$ cat config.mk
export PLATFORM = sky130hd
export DESIGN_NAME = wide_add_sequencer
export DESIGN_NICKNAME = d
export VERILOG_FILES = /design/src/rtl/wide_add_sequencer.sv
export SDC_FILE = /design/constraint.sdc
export NUM_CORES = 1
export LEC_CHECK = 0
export BUFFER_PORTS_ARGS = -buffer_cell sky130_fd_sc_hd__buf_2
export CORE_MARGIN = 4
export CORE_UTILIZATION = 42
export DETAILED_ROUTE_END_ITERATION = 16
export HOLD_SLACK_MARGIN = 0.06
export PLACE_DENSITY = 0.72
export SKIP_CTS_REPAIR_TIMING = 1
export SYNTH_ARGS = -nofsm -noshare
export SYNTH_HDL_FRONTEND = slang
export SYNTH_SLANG_ARGS = --single-unit
$ cat constraint.sdc
create_clock -name Clk -period 5.89 [get_ports Clk]
set_input_delay 0.589 -clock Clk [delete_from_list [all_inputs] [get_ports Clk]]
set_output_delay 0.589 -clock Clk [all_outputs]
set_load 0.1 [all_outputs]
$ cat src/rtl/wide_add_sequencer.sv
// Multi-precision add/subtract sequencer: one 16-bit carry-select adder is reused
// over WORDS cycles, LSB slice first, with the carry held in a register between slices.

module sixteenbit_carrysel (
  input  logic [15:0] x_i,
  input  logic [15:0] y_i,
  input  logic        c_i,
  output logic [15:0] sum_o,
  output logic        c_o
);

  logic [8:0] lowSum;
  logic [8:0] highSum0;
  logic [8:0] highSum1;
  logic [8:0] highSel;

  // Upper byte is precomputed for both possible low-byte carries, then selected.
  always_comb begin
    lowSum   = {1'b0, x_i[7:0]} + {1'b0, y_i[7:0]} + {8'd0, c_i};
    highSum0 = {1'b0, x_i[15:8]} + {1'b0, y_i[15:8]};
    highSum1 = highSum0 + 9'd1;
    highSel  = lowSum[8] ? highSum1 : highSum0;
    sum_o    = {highSel[7:0], lowSum[7:0]};
    c_o      = highSel[8];
  end

endmodule

module wide_add_sequencer #(
  parameter int WORDS = 4
) (
  input  logic                Clk,
  input  logic                Reset,
  input  logic                InValid,
  output logic                InReady,
  input  logic [16*WORDS-1:0] A,
  input  logic [16*WORDS-1:0] B,
  input  logic                Cin,
  input  logic                Sub,
  output logic                OutValid,
  input  logic                OutReady,
  output logic [16*WORDS-1:0] Result,
  output logic                Cout,
  output logic                Ovf,
  output logic                Zero
);

  localparam int W  = 16 * WORDS;
  localparam int CW = (WORDS > 1) ? $clog2(WORDS) : 1;
  localparam logic [CW-1:0] LAST = CW'(WORDS - 1);

  localparam logic [1:0] IDLE = 2'd0;
  localparam logic [1:0] RUN  = 2'd1;
  localparam logic [1:0] DONE = 2'd2;

  logic [1:0]    state_q, state_d;
  logic [CW-1:0] cnt_q, cnt_d;
  logic          carry_q, carry_d;
  logic [W-1:0]  a_q, a_d;
  logic [W-1:0]  b_q, b_d;
  logic          sub_q, sub_d;
  logic [W-1:0]  result_q, result_d;
  logic          cout_q, cout_d;
  logic          ovf_q, ovf_d;
  logic          zero_q, zero_d;
  logic          outValid_q, outValid_d;

  logic [15:0]   xSlice;
  logic [15:0]   ySlice;
  logic [15:0]   adderSum;
  logic          adderCout;
  logic [W-1:0]  resultNext;

  sixteenbit_carrysel adder (
    .x_i   (xSlice),
    .y_i   (ySlice),
    .c_i   (carry_q),
    .sum_o (adderSum),
    .c_o   (adderCout)
  );

  // Slice mux for the adder inputs and slice merge for the result register.
  always_comb begin
    xSlice     = '0;
    ySlice     = '0;
    resultNext = result_q;
    for (int i = 0; i < WORDS; i++) begin
      if (cnt_q == CW'(i)) begin
        xSlice                 = a_q[i*16 +: 16];
        ySlice                 = b_q[i*16 +: 16] ^ {16{sub_q}};
        resultNext[i*16 +: 16] = adderSum;
      end
    end
  end

  always_comb begin
    state_d    = state_q;
    cnt_d      = cnt_q;
    carry_d    = carry_q;
    a_d        = a_q;
    b_d        = b_q;
    sub_d      = sub_q;
    result_d   = result_q;
    cout_d     = cout_q;
    ovf_d      = ovf_q;
    zero_d     = zero_q;
    outValid_d = outValid_q;

    case (state_q)
      IDLE: begin
        if (InValid) begin
          a_d     = A;
          b_d     = B;
          sub_d   = Sub;
          carry_d = Sub ? ~Cin : Cin;
          cnt_d   = '0;
          state_d = RUN;
        end
      end
      RUN: begin
        result_d = resultNext;
        carry_d  = adderCout;
        cnt_d    = cnt_q + CW'(1);
        // Subtraction reports borrow, which is the inverse of the final carry.
        if (cnt_q == LAST) begin
          state_d    = DONE;
          cout_d     = sub_q ? ~adderCout : adderCout;
          ovf_d      = (a_q[W-1] == (b_q[W-1] ^ sub_q)) && (adderSum[15] != a_q[W-1]);
          zero_d     = (resultNext == '0);
          outValid_d = 1'b1;
        end
      end
      DONE: begin
        if (OutReady) begin
          outValid_d = 1'b0;
          state_d    = IDLE;
        end
      end
      default: begin
        state_d    = IDLE;
        outValid_d = 1'b0;
      end
    endcase
  end

  always_ff @(posedge Clk) begin
    if (Reset) begin
      state_q    <= IDLE;
      cnt_q      <= '0;
      carry_q    <= 1'b0;
      a_q        <= '0;
      b_q        <= '0;
      sub_q      <= 1'b0;
      result_q   <= '0;
      cout_q     <= 1'b0;
      ovf_q      <= 1'b0;
      zero_q     <= 1'b0;
      outValid_q <= 1'b0;
    end else begin
      state_q    <= state_d;
      cnt_q      <= cnt_d;
      carry_q    <= carry_d;
      a_q        <= a_d;
      b_q        <= b_d;
      sub_q      <= sub_d;
      result_q   <= result_d;
      cout_q     <= cout_d;
      ovf_q      <= ovf_d;
      zero_q     <= zero_d;
      outValid_q <= outValid_d;
    end
  end

  assign InReady  = (state_q == IDLE);
  assign OutValid = outValid_q;
  assign Result   = result_q;
  assign Cout     = cout_q;
  assign Ovf      = ovf_q;
  assign Zero     = zero_q;

endmodule

== Yosys cells after proc, flatten, opt, wreduce, memory -nomap -nowiden ==
Cells that the tools add are included.

* Register bits: 202
* Input bits: 134
* Output and inout bits: 69
* Word-level logic and storage cells: 70

* Add/sub/neg operators: 5
* Equal/unequal tests: 10
* Mux-type cells: 26
* Bitwise logic cells: 8
* Reductions and logical operators: 10

{| class="wikitable"
|+ Operator list
! kind !! count
|-
| 16-bit 2-to-1 mux || 12
|-
| 64-bit zero test || 1
|-
| 16-bit XOR || 4
|-
| 8-bit by 8-bit adder with 9-bit output || 2
|-
| 9-bit by 1-bit adder with 9-bit output || 1
|-
| 9-bit by 1-bit adder with 9-bit output, second input constant || 1
|-
| 9-bit 2-to-1 mux || 1
|-
| 2-bit 2-to-1 mux || 4
|-
| 2-bit equality test, second input constant || 3
|-
| 2-bit inequality test, second input constant || 3
|-
| 2-bit case mux with 3 select lines || 1
|-
| 2-bit AND reduction || 3
|-
| 3-bit AND reduction || 2
|-
| 1-bit 2-to-1 mux || 5
|-
| 2-bit by 1-bit equality test with 1-bit output, second input constant || 2
|-
| 2-bit zero test || 2
|-
| 2-bit case mux with 2 select lines || 1
|-
| 1-bit NOT || 3
|-
| 1-bit case mux with 3 select lines || 1
|-
| 2-bit by 1-bit adder with 2-bit output, second input constant || 1
|-
| 1-bit case mux with 2 select lines || 1
|-
| 2-bit nonzero test || 1
|-
| 1-bit equality test || 1
|-
| 1-bit logical AND || 1
|-
| other kinds (2) || 2
|}

== Depth between registers and ports, before layout ==
Gate-level depths: netlist (run 1).

* Word-level depth: 10
* Mapped depth: 23
* Mapped depth without buffers: 20

== Hierarchy ==
Synthesis (run 1) repeated with hierarchy kept, for this count alone.

* Cell total of the unflattened synthesis: 1307
* Area total of the unflattened synthesis: 9693.0 um^2

{| class="wikitable"
|+ By module, submodules not included
! module !! instances !! cells each !! area each (um^2) !! seq. area each (um^2)
|-
| wide_add_sequencer || 1 || 1198 || 8861.0 || 4043.9
|-
| sixteenbit_carrysel || 1 || 109 || 832.0 || 0.0
|}

== Worst setup path before layout (run 1) ==
Ideal clock, no wire load.

* Path type: register -> register
* From: reg cnt_q[0]
* To: reg cout_q, in the netlist Cout
* Setup time: 127 ps
* Data arrival time: 4355 ps
* Required time: 5763 ps
* Setup slack: 1408 ps
* Stages on the path, launching flop included: 20
* Buffers on the path: 4
* Clock period less this slack: 4482 ps
* Cell sequence: dfxtp_1 > ha_1 > clkbuf_1 > buf_1 > buf_1 > clkbuf_1 > nand2_1 > o21ai_0 > fa_1 > inv_1 > fa_1 > nand2b_1 > a21o_1 > a31oi_4 > nand4bb_4 > nor2_1 > mux2_2 > o31ai_1 > mux2i_1 > or3_1

* Longest elaborated chain between the ends: 10
* Elaborated cells on any way between the ends: 20
* Those cells by class: add/sub: 4; eq/ne: 3; mux: 10; bitwise: 1; reduce/logical: 2

{| class="wikitable"
|+ Ends and longest elaborated chain
! item !! RTL line !! text
|-
| from (decl) || 57 || <nowiki>logic [CW-1:0] cnt_q, cnt_d;</nowiki>
|-
| from (signal assigned) || 161 || <nowiki>cnt_q <= cnt_d;</nowiki>
|-
| 2-bit zero test || 88 || <nowiki>if (cnt_q == CW'(i)) begin</nowiki>
|-
| 16-bit 2-to-1 mux (4 in a row) || 88 ||
|-
| 8-bit by 8-bit adder with 9-bit output (on tied branches) || 20, 19 ||
|-
| 9-bit by 1-bit adder with 9-bit output (on tied branches) || 21, 19 ||
|-
| 9-bit 2-to-1 mux || 22 || <nowiki>highSel = lowSum[8] ? highSum1 : highSum0;</nowiki>
|-
| 1-bit NOT || 127 || <nowiki>cout_d = sub_q ? ~adderCout : adderCout;</nowiki>
|-
| 1-bit 2-to-1 mux || 127 ||
|-
| to (signal assigned) || 167 || <nowiki>cout_q <= cout_d;</nowiki>
|-
| to (decl) || 63 || <nowiki>logic cout_q, cout_d;</nowiki>
|}

Several ways; a longest one is shown, not always the timed one.
A chain may end at the register's enable or synchronous reset.

== Worst setup path after layout (run 1) ==
Same ends and word-level chain as after synthesis.

==> run_results.csv, run 1 <==
group,metric,value,unit
detailed_routing,drc,0,
floorplanning,fp.dieArea,26180,µm²
power_and_ir_drop,p_comb_share,21.9,%
clocking,clock_sinks,202,
clocking,h-tree-depth,1,
sta,tns,0,ns
synthesis,synth_ff_type,"dfxtp_1",
critical_path,critPathLaunchType,"register",
grt,track_usage,22.06,%
min_path,min_path_type,"in2reg",
clocking,cts-root-buf,"clkbuf_16",
critical_path,crit_type,"reg2reg",
synthesis,synth_area,9935,µm²
floorplanning,die_h,161.8,µm
sta,slew_headroom,34.59,%
layout,syn2layout_area_growth,18.69,%
critical_path,cp.arrival,5.61,ns
critical_path,reg2reg_depth,16,
layout,seqCellArea,4045,µm²
grt,gr-total-overflow,0,
synthesis,post_synth_fa_ha_maj_area_fraction,3.123,%
clocking,cts_buffers,22,
synthesis,synth_fp_nets,1465,
clocking,clk_pin_slew,0.06,ns
synthesis,synth_top_area_share,40.71,%
synthesis,synth_edf_count,0,
grt,grt_max_degree,128,
placed_design,port_buffers,202,
power_and_ir_drop,swShare,31.67,%
outcome,status,"finished clean",
critical_path,worstPathRequired,6.27,ns
grt,grt_pass1_wl,47420,µm
synthesis,yosysSeqAreaShare,40.71,%
synthesis,synth_top_family_by_area,"compound AO/OA/AOI/OAI gates",
clocking,cts_tree,"yes",
sta,fin_crit,5.238,ns
sta,setup_viol,0,
placed_design,place.gp.congestion,0.9704,
min_path,holdPathEnd,"a_q[9]",
layout,drive_gt1_share,20.19,%
layout,antennaDiodeCount,0,
detailed_routing,via_per_inst,5.503,
critical_path,end_kind,"register",
power_and_ir_drop,clkPwrFrac,37.1,%
synthesis,synth_compound_area_share,25.47,%
placed_design,placed_cell_area,11080,µm²
layout,nets,1602,
synthesis,ys_types,71,
synthesis,synthCells,1308,
critical_path,crit_fanout,19,
sta,clock_skew,0.01304,ns
flow_run,cap_violations,0,
power_and_ir_drop,p_per_area,309.2,nW/µm²
synthesis,synth.mux.area_fraction,0.6171,%
synthesis,yosys.area.top_type,"dfxtp_1",
detailed_routing,drt_iter0_drc,1092,
layout,n_fill_cell,2362,
detailed_routing,vias,9795,
clocking,cts_buffer_depth,3,
floorplanning,fp.coreArea,23400,µm²
layout,design_area,11790,µm²
synthesis,synth-simple-area-share,23.02,%
critical_path,timing.rr.start,"cnt_q[0]",
power_and_ir_drop,ir_drop,0.0001800,V
floorplanning,start_util,42.45,%
clocking,clk_latency,0.51,ns
layout,multiInputGateArea,5426,µm²
min_path,hold_path_depth,3,
synthesis,yosys_warnings,0,
synthesis,ys_seq_elements,202,
sta,drv_slew,0,
synthesis,async_flop_share,0,%
power_and_ir_drop,p_int,2491,µW
power_and_ir_drop,power_frac_seq,41.0,%
synthesis,syn_avg_cell_area,7.595,µm²
floorplanning,io_pins,203,
synthesis,synth_xor_xnor_area_share,2.267,%
sta,tightest_slew,0.9812,ns
floorplanning,rows,56,
grt,grt_pass1_vias,9164,
detailed_routing,first_pass_iters,5,
sta,fmax,190.9,MHz
floorplanning,die-width,161.8,µm
detailed_routing,antenna_left,0,
detailed_routing,wl_per_cell,17.18,µm
critical_path,regToRegEndpoint,"Cout",
sta,hold_violations,0,
grt,antenna_found_initial,0,
min_path,min_from,"A[9]",
placed_design,dp_hpwl,22220,µm
critical_path,r2r_slack,0.65,ns
power_and_ir_drop,cellLeakagePower,0.004795,µW
sta,fin_crit_sh,88.92,%
synthesis,synth_top_cells_by_area,"dfxtp_1, nand2_1, a21oi_1",
power_and_ir_drop,switchingPower,1154,µW
sta,rsz0062_at_grt,"false",
detailed_routing,drt-total-wl,30580,µm
[worst max-delay path, stage by stage, from the launching register on]
cell and delay [ns]:
dfxtp_1 0.41, ha_2 0.44, clkinv_1 0.49, nand2_1 0.56, o221a_2 0.28, o22ai_1 0.07
ha_1 0.25, fa_1 0.53, nor3b_1 0.24, mux2i_1 0.16, a211oi_4 0.32, nand4bb_4 0.18
nor2_1 0.16, mux2_2 0.36, o31ai_1 0.19, mux2i_1 0.10, or3_1 0.37
[stage by stage]
step	total power [µW]	cells	setup slack, ns	util (%)	hold slack, ns
finish	3645	1780	0.6524	50.38	0.3211
global route	3788	1780	0.2929	50.38	0.3205
CTS	3648	1780	0.7170	50.38	0.3143
detailed placement	2308	1740	0.7395	47.34	0.4424
global placement	2296	1740	0.9675	47.34	0.4395
floorplan	2066	1308	1.408	-	0.4319
[sequential cells by signal, indices dropped and copies added (netlist names)]
name      flops
Cout          1
OutValid      1
Ovf           1
Result       64
Zero          1
a_q          64
b_q          64
carry_q       1
cnt_q         2
state_q       2
sub_q         1
[layout make-up]
cell class | count | share of cell area, %
Clock buffer | 31 | 5.390
Clock inverter | 9 | 0.6473
Inverter | 11 | 0.3502
Multi-Input combinational cell | 986 | 46.02
Sequential cell | 202 | 34.31
Tap cell | 319 | 3.385
Timing Repair Buffer | 222 | 9.900
[layout by cell type, fill, tap and decap left out, types with 5 or more instances in the layout]
| master | instances |
|---|---|
| a211oi_1 | 36 |
| a21o_1 | 6 |
| a21oi_1 | 209 |
| a221o_1 | 15 |
| a221oi_1 | 15 |
| and3_1 | 18 |
| buf_2 | 201 |
| buf_4 | 20 |
| clkbuf_1 | 5 |
| clkbuf_16 | 23 |
| clkinv_2 | 6 |
| dfxtp_1 | 201 |
| ha_1 | 19 |
| inv_1 | 9 |
| mux2i_1 | 5 |
| nand2_1 | 363 |
| nand3b_1 | 5 |
| nor2_1 | 88 |
| nor3_1 | 12 |
| nor4_1 | 15 |
| o21ai_0 | 30 |
| o221a_2 | 15 |
| o221ai_1 | 14 |
| o22ai_1 | 18 |
| xnor2_1 | 13 |
| xor2_1 | 9 |
[cells in the mapped netlist, types with 14 or more instances]
cell      instances
nand2_1         364
a21oi_1         209
dfxtp_1         202
clkbuf_1         94
nor2_1           88
a211oi_1         36
o21ai_0          30
ha_1             20
and3_1           18
o22ai_1          18
a221o_1          15
a221oi_1         15
nor4_1           15
o221a_2          15
o221ai_1         14
[layer usage]
metal / vias up / wire [µm] / global-route usage (%)
met5: - / 0 / 0
met4: 0 / 601 / 5.998
met3: 41 / 2675 / 4.111
met2: 431 / 13860 / 35.05
met1: 4464 / 13440 / 30.95
li1: 4859 / - / -
[logic make-up (layout without fill, tap and decap cells)]
logic type	after synthesis	after routing
flip-flops	202	202
XOR/XNOR	24	24
multiplexers	6	6
buffers and inverters	120	273
AND/OR/NAND/NOR	539	539
adder cells (fa/ha/maj)	23	23
AO/OA/AOI/OAI	394	394
[power groups by stage]
stage	Combinational, µW	Clock, µW	Sequential, µW
detailed placement	785	0	1520
CTS	789	1370	1490
floorplan	451	0	1620
global route	861	1430	1500
global placement	774	0	1520
finish	797	1350	1500
[worst max-delay path by stage]
| stage | from | endpoint | slack [ns] | cells after the start |
|---|---|---|---|---|
| 4_1_cts | cnt_q[0] | Cout | 0.72 | 16 |
| 5_1_grt | cnt_q[0] | Cout | 0.29 | 16 |
| 3_5_place_dp | cnt_q[0] | Cout | 0.74 | 16 |
| 3_3_place_gp | cnt_q[0] | Cout | 0.97 | 16 |
| 2_1_floorplan | cnt_q[0] | Cout | 1.41 | 19 |
| 6_report | cnt_q[0] | Cout | 0.65 | 16 |
No activity file was read; power rests on OpenSTA's default activity.
==> run 2, diff against run 1 <==
--- a/config.mk
+++ b/config.mk
@@ -6,11 +6,10 @@
 export NUM_CORES = 1
 export LEC_CHECK = 0
 export BUFFER_PORTS_ARGS = -buffer_cell sky130_fd_sc_hd__buf_2
-export CORE_MARGIN = 4
-export CORE_UTILIZATION = 42
+export CORE_UTILIZATION = 55
 export DETAILED_ROUTE_END_ITERATION = 16
 export HOLD_SLACK_MARGIN = 0.06
-export PLACE_DENSITY = 0.72
+export PLACE_DENSITY = 0.88
 export SKIP_CTS_REPAIR_TIMING = 1
 export SYNTH_ARGS = -nofsm -noshare
 export SYNTH_HDL_FRONTEND = slang
==> run_results.csv, run 2 (synthesized netlist as in run 1, its figures left out) <==
group,metric,value,unit
outcome,status,"finished clean",
critical_path,r2r_slack,0.88,ns
critical_path,crit_type,"reg2reg",
clocking,clock_sinks,202,
grt,grt_pass1_vias,9049,
floorplanning,fp.coreArea,17480,µm²
clocking,clk_latency,0.49,ns
sta,tightest_slew,1.069,ns
layout,layout_common_cells,"nand2_1, a21oi_1, dfxtp_1, buf_2, nor2_1",
layout,syn2layout_area_growth,17.63,%
min_path,min_path_type,"in2reg",
layout,final_util,66.87,%
placed_design,port_buffers,202,
detailed_routing,drt-total-wl,29380,µm
floorplanning,fp.dieArea,18600,µm²
clocking,cts-root-buf,"clkbuf_16",
critical_path,end_kind,"register",
layout,drive_gt1_share,19.96,%
sta,fmax,199.5,MHz
placed_design,place.gp.congestion,0.9726,
layout,nets,1602,
sta,holdWs,0.3362,ns
grt,antenna_found_initial,0,
sta,worst_slack,0.8774,ns
detailed_routing,first_pass_iters,6,
floorplanning,die_h,136.4,µm
detailed_routing,antenna_left,0,
power_and_ir_drop,p_per_area,314.3,nW/µm²
clocking,h-tree-depth,1,
critical_path,crit_fanout,20,
power_and_ir_drop,ir_drop,0.0002801,V
floorplanning,rows,48,
layout,n_fill_cell,1464,
sta,rsz0062_at_grt,"false",
critical_path,critPathLaunchType,"register",
grt,grt_pass1_wl,46350,µm
clocking,clk_pin_slew,0.06,ns
detailed_routing,vias,10120,
floorplanning,io_pins,203,
flow_run,cap_violations,0,
sta,hold_violations,0,
clocking,cts_buffer_depth,3,
sta,drv_slew,0,
sta,slew_headroom,28.56,%
placed_design,dp_hpwl,21000,µm
floorplanning,die-width,136.4,µm
placed_design,pre_cts_ws,0.9419,ns
power_and_ir_drop,cellLeakagePower,0.004793,µW
grt,gr-total-overflow,0,
power_and_ir_drop,total_power,3674,µW
layout,multiInputGateArea,5426,µm²
sta,fin_crit,5.013,ns
layout,seqCellArea,4045,µm²
sta,clock_skew,0.008702,ns
clocking,cts_buffers,21,
sta,fin_crit_sh,85.10,%
grt,grt_max_degree,108,
detailed_routing,via_per_inst,6.015,
grt,track_usage,31.55,%
clocking,cts_tree,"yes",
critical_path,worstPathRequired,6.31,ns
detailed_routing,wl_per_cell,17.46,µm
sta,tns,0,ns
sta,setup_viol,0,
layout,antennaDiodeCount,0,
floorplanning,start_util,56.84,%
layout,final_common_cell,"nand2_1",
detailed_routing,drc,0,
detailed_routing,drt_iter0_drc,1033,
critical_path,cp.arrival,5.44,ns
[run 2: changes by cell type in the layout (fill, tap and decap cells not counted), sizes merged]
| cell | change |
|---|---|
| clkinv | -5 |
| clkbuf | -2 |
| buf | +1 |
| bufinv | +3 |
[run 2: area by class of cell]
type	instances	area share, %
sequential	202	34.61
timing repair buffer	223	10.05
clock inverter	7	1.210
clock buffer	29	4.925
tap	225	2.409
inverter	11	0.3533
multi-input combinational	986	46.43
[run 2: stage by stage]
step | instance area, µm² | cells
after floorplan | 9935 | 1308
after global routing | 11690 | 1683
final | 11690 | 1683
after global placement | 10970 | 1647
after CTS | 11690 | 1683
after detailed placement | 10970 | 1647
[run 2: report_power, final]
group          internal [µW]  switching (µW)
Sequential              1440            63.1
Clock                    859             528
Combinational            251             537
[run 2: critical path: stages, from the launching register on]
cell,delay [ns]
dfxtp_1,0.39
inv_1,0.09
ha_1,0.21
clkinv_1,0.07
buf_4,0.24
nand2_1,0.37
o221ai_1,0.29
nand2_1,0.07
o22ai_1,0.21
fa_1,0.25
inv_1,0.08
fa_1,0.48
nand2b_1,0.21
a21o_1,0.21
a31oi_4,0.36
nand4_1,0.25
xnor2_1,0.44
a41oi_1,0.19
a211oi_1,0.26
o2111ai_1,0.14
o21ai_1,0.13
[run 2: final timing paths]
kind         depth (start not counted)  endpoint     start
max                                 20      Zero  cnt_q[1]
min                                  3   a_q[25]     A[25]
max reg2reg                         20      Zero  cnt_q[1]
min reg2reg                          2    a_q[8]    a_q[8]
[run 2: routing by layer]
layer / up-vias / part of all wire (%) / global-route usage [%]
li1: 4859 / - / -
met4: 0 / 4.1 / 12.28
met3: 91 / 9.0 / 5.034
met1: 4638 / 42 / 43.10
met5: - / 0 / 0
met2: 536 / 44 / 49.61
==> run 3, diff against run 2 <==
--- a/config.mk
+++ b/config.mk
@@ -6,10 +6,12 @@
 export NUM_CORES = 1
 export LEC_CHECK = 0
 export BUFFER_PORTS_ARGS = -buffer_cell sky130_fd_sc_hd__buf_2
-export CORE_UTILIZATION = 55
+export CELL_PAD_IN_SITES_DETAIL_PLACEMENT = 1
+export CELL_PAD_IN_SITES_GLOBAL_PLACEMENT = 1
+export CORE_UTILIZATION = 43
 export DETAILED_ROUTE_END_ITERATION = 16
 export HOLD_SLACK_MARGIN = 0.06
-export PLACE_DENSITY = 0.88
+export PLACE_DENSITY = 0.93
 export SKIP_CTS_REPAIR_TIMING = 1
 export SYNTH_ARGS = -nofsm -noshare
 export SYNTH_HDL_FRONTEND = slang
==> constraint.sdc (replaced) <==
create_clock -name Clk -period 5.9 [get_ports Clk]
set_input_delay 0.59 -clock Clk [delete_from_list [all_inputs] [get_ports Clk]]
set_output_delay 0.59 -clock Clk [all_outputs]
set_load 0.1 [all_outputs]
==> run_results.csv, run 3 (synthesized netlist as in run 1, its figures left out) <==
group,metric,value,unit
outcome,status,"finished clean",
sta,fin_crit,5.182,ns
power_and_ir_drop,ir_drop,0.0001480,V
critical_path,crit_slowest_cell,"clkinv_1",
detailed_routing,via_per_inst,5.861,
floorplanning,die_h,154,µm
clocking,h-tree-depth,1,
placed_design,place.gp.congestion,0.8921,
critical_path,cp_common_cell,"fa_1",
placed_design,port_buffers,202,
layout,seqCellArea,4045,µm²
detailed_routing,m1WireLength,15010,µm
sta,fmax,193.0,MHz
min_path,min_path_type,"in2reg",
detailed_routing,wl_met2,16840,µm
layout,syn2layout_area_growth,19.55,%
critical_path,worstPathRequired,6.30,ns
flow_run,cap_violations,0,
detailed_routing,maxUsedRoutingLayer,"met4",
sta,drv_slew,0,
placed_design,placed_cell_area,11080,µm²
layout,nets,1606,
critical_path,timing.rr.start,"cnt_q[0]",
clocking,cts-root-buf,"clkbuf_16",
critical_path,end_kind,"register",
clocking,clk_pin_slew,0.07,ns
placed_design,dp_hpwl,24430,µm
detailed_routing,antenna_left,0,
sta,clock_skew,0.009916,ns
floorplanning,fp.coreArea,22640,µm²
critical_path,cp_top_family,"compound AO/OA/AOI/OAI gates",
detailed_routing,drt-total-wl,34880,µm
sta,tightest_slew,1.121,ns
layout,multiInputGateArea,5426,µm²
detailed_routing,wl_per_cell,19.93,µm
detailed_routing,routed-wl-met3,1985,µm
layout,drive_gt1_share,20.61,%
detailed_routing,first_pass_iters,5,
layout,antennaDiodeCount,0,
grt,gr-total-overflow,0,
critical_path,crit_chain,"ha_1 > clkinv_1 > buf_4 > o221ai_1 > nand2_1 > o22ai_1 > fa_1 > inv_1 > fa_1 > nand2b_1 > a21o_1 > a31oi_4 > nand4bb_4 > nor2_1 > mux2_2 > o31ai_1 > mux2i_1 > or3_1",
power_and_ir_drop,cellLeakagePower,0.004858,µW
sta,hold_violations,0,
clocking,clock_sinks,202,
clocking,cts_buffers,22,
floorplanning,io_pins,203,
power_and_ir_drop,p_per_area,322.0,nW/µm²
grt,antenna_found_initial,0,
grt,grt_max_degree,114,
critical_path,crit_fanout,21,
floorplanning,fp.dieArea,23720,µm²
floorplanning,die-width,154,µm
detailed_routing,drc,0,
floorplanning,start_util,43.88,%
sta,fin_crit_sh,87.83,%
critical_path,critPathLaunchType,"register",
layout,n_fill_cell,2895,
critical_path,worst-path-buf-inv,3,
critical_path,cp.arrival,5.58,ns
critical_path,crit_type,"reg2reg",
clocking,cts_buffer_depth,3,
grt,grt_pass1_wl,54410,µm
detailed_routing,vias,10260,
grt,grt_pass1_vias,10180,
grt,track_usage,28.75,%
detailed_routing,drt_iter0_drc,766,
sta,slew_headroom,25.29,%
critical_path,slowest_delay,0.52,ns
layout,layout_common_cells,"nand2_1, a21oi_1, dfxtp_1, buf_2, nor2_1",
sta,tns,0,ns
layout,final_common_cell,"nand2_1",
critical_path,critPathLaunch,"cnt_q[0]",
sta,setup_viol,0,
floorplanning,rows,55,
layout,design_area,11880,µm²
min_path,min_from,"B[29]",
sta,rsz0062_at_grt,"false",
clocking,clk_latency,0.52,ns
clocking,cts_tree,"yes",
run 3: stage by stage:
step / util, % / std cells / hold slack [ns] / setup slack (ns) / total power, µW
final: 52.46 / 1750 / 0.3116 / 0.7182 / 3824
after detailed placement: 48.94 / 1710 / 0.4503 / 0.8077 / 2326
after global placement: 48.94 / 1710 / 0.4399 / 1.022 / 2300
after global routing: 52.46 / 1750 / 0.3176 / 0.4071 / 3965
after floorplan: - / 1308 / 0.4319 / 1.418 / 2063
after CTS: 52.46 / 1750 / 0.3006 / 0.7379 / 3824
run 3: final cells by class:
| class | count | area share, % |
|---|---|---|
| clock buffer | 32 | 5.721 |
| clock inverter | 8 | 0.9903 |
| inverter | 11 | 0.3477 |
| multi-input combinational | 986 | 45.69 |
| sequential | 202 | 34.06 |
| tap | 285 | 3.003 |
| timing repair buffer | 226 | 10.19 |
run 3: tightest hold or removal path: stages:
cell	delay [ns]
buf_2	0.09
nand2_1	0.05
a21oi_1	0.05
run 3: metal layers:
metal | vias to the layer above | track usage, %
li1 | 4863 | -
met5 | - | 0
met2 | 372 | 49.11
met4 | 0 | 9.524
met1 | 4941 | 37.40
met3 | 81 | 3.636
run 3: worst paths after layout:
kind | end | slack, ns | cells after the start
worst max-delay path | Cout | 0.72 | 18
worst min-delay path | b_q[29] | 0.31 | 3
worst max register to register | Cout | 0.72 | 18
worst min register to register | Result[58] | 0.46 | 2
run 3: power by group:
| group | internal [µW] | leakage (µW) | switching (µW) |
|---|---|---|---|
| sequential | 1430 | 0.00165 | 63.7 |
| clock | 928 | 0.000394 | 579 |
| combinational | 261 | 0.00281 | 559 |
| total | 2620 | 0.00486 | 1200 |
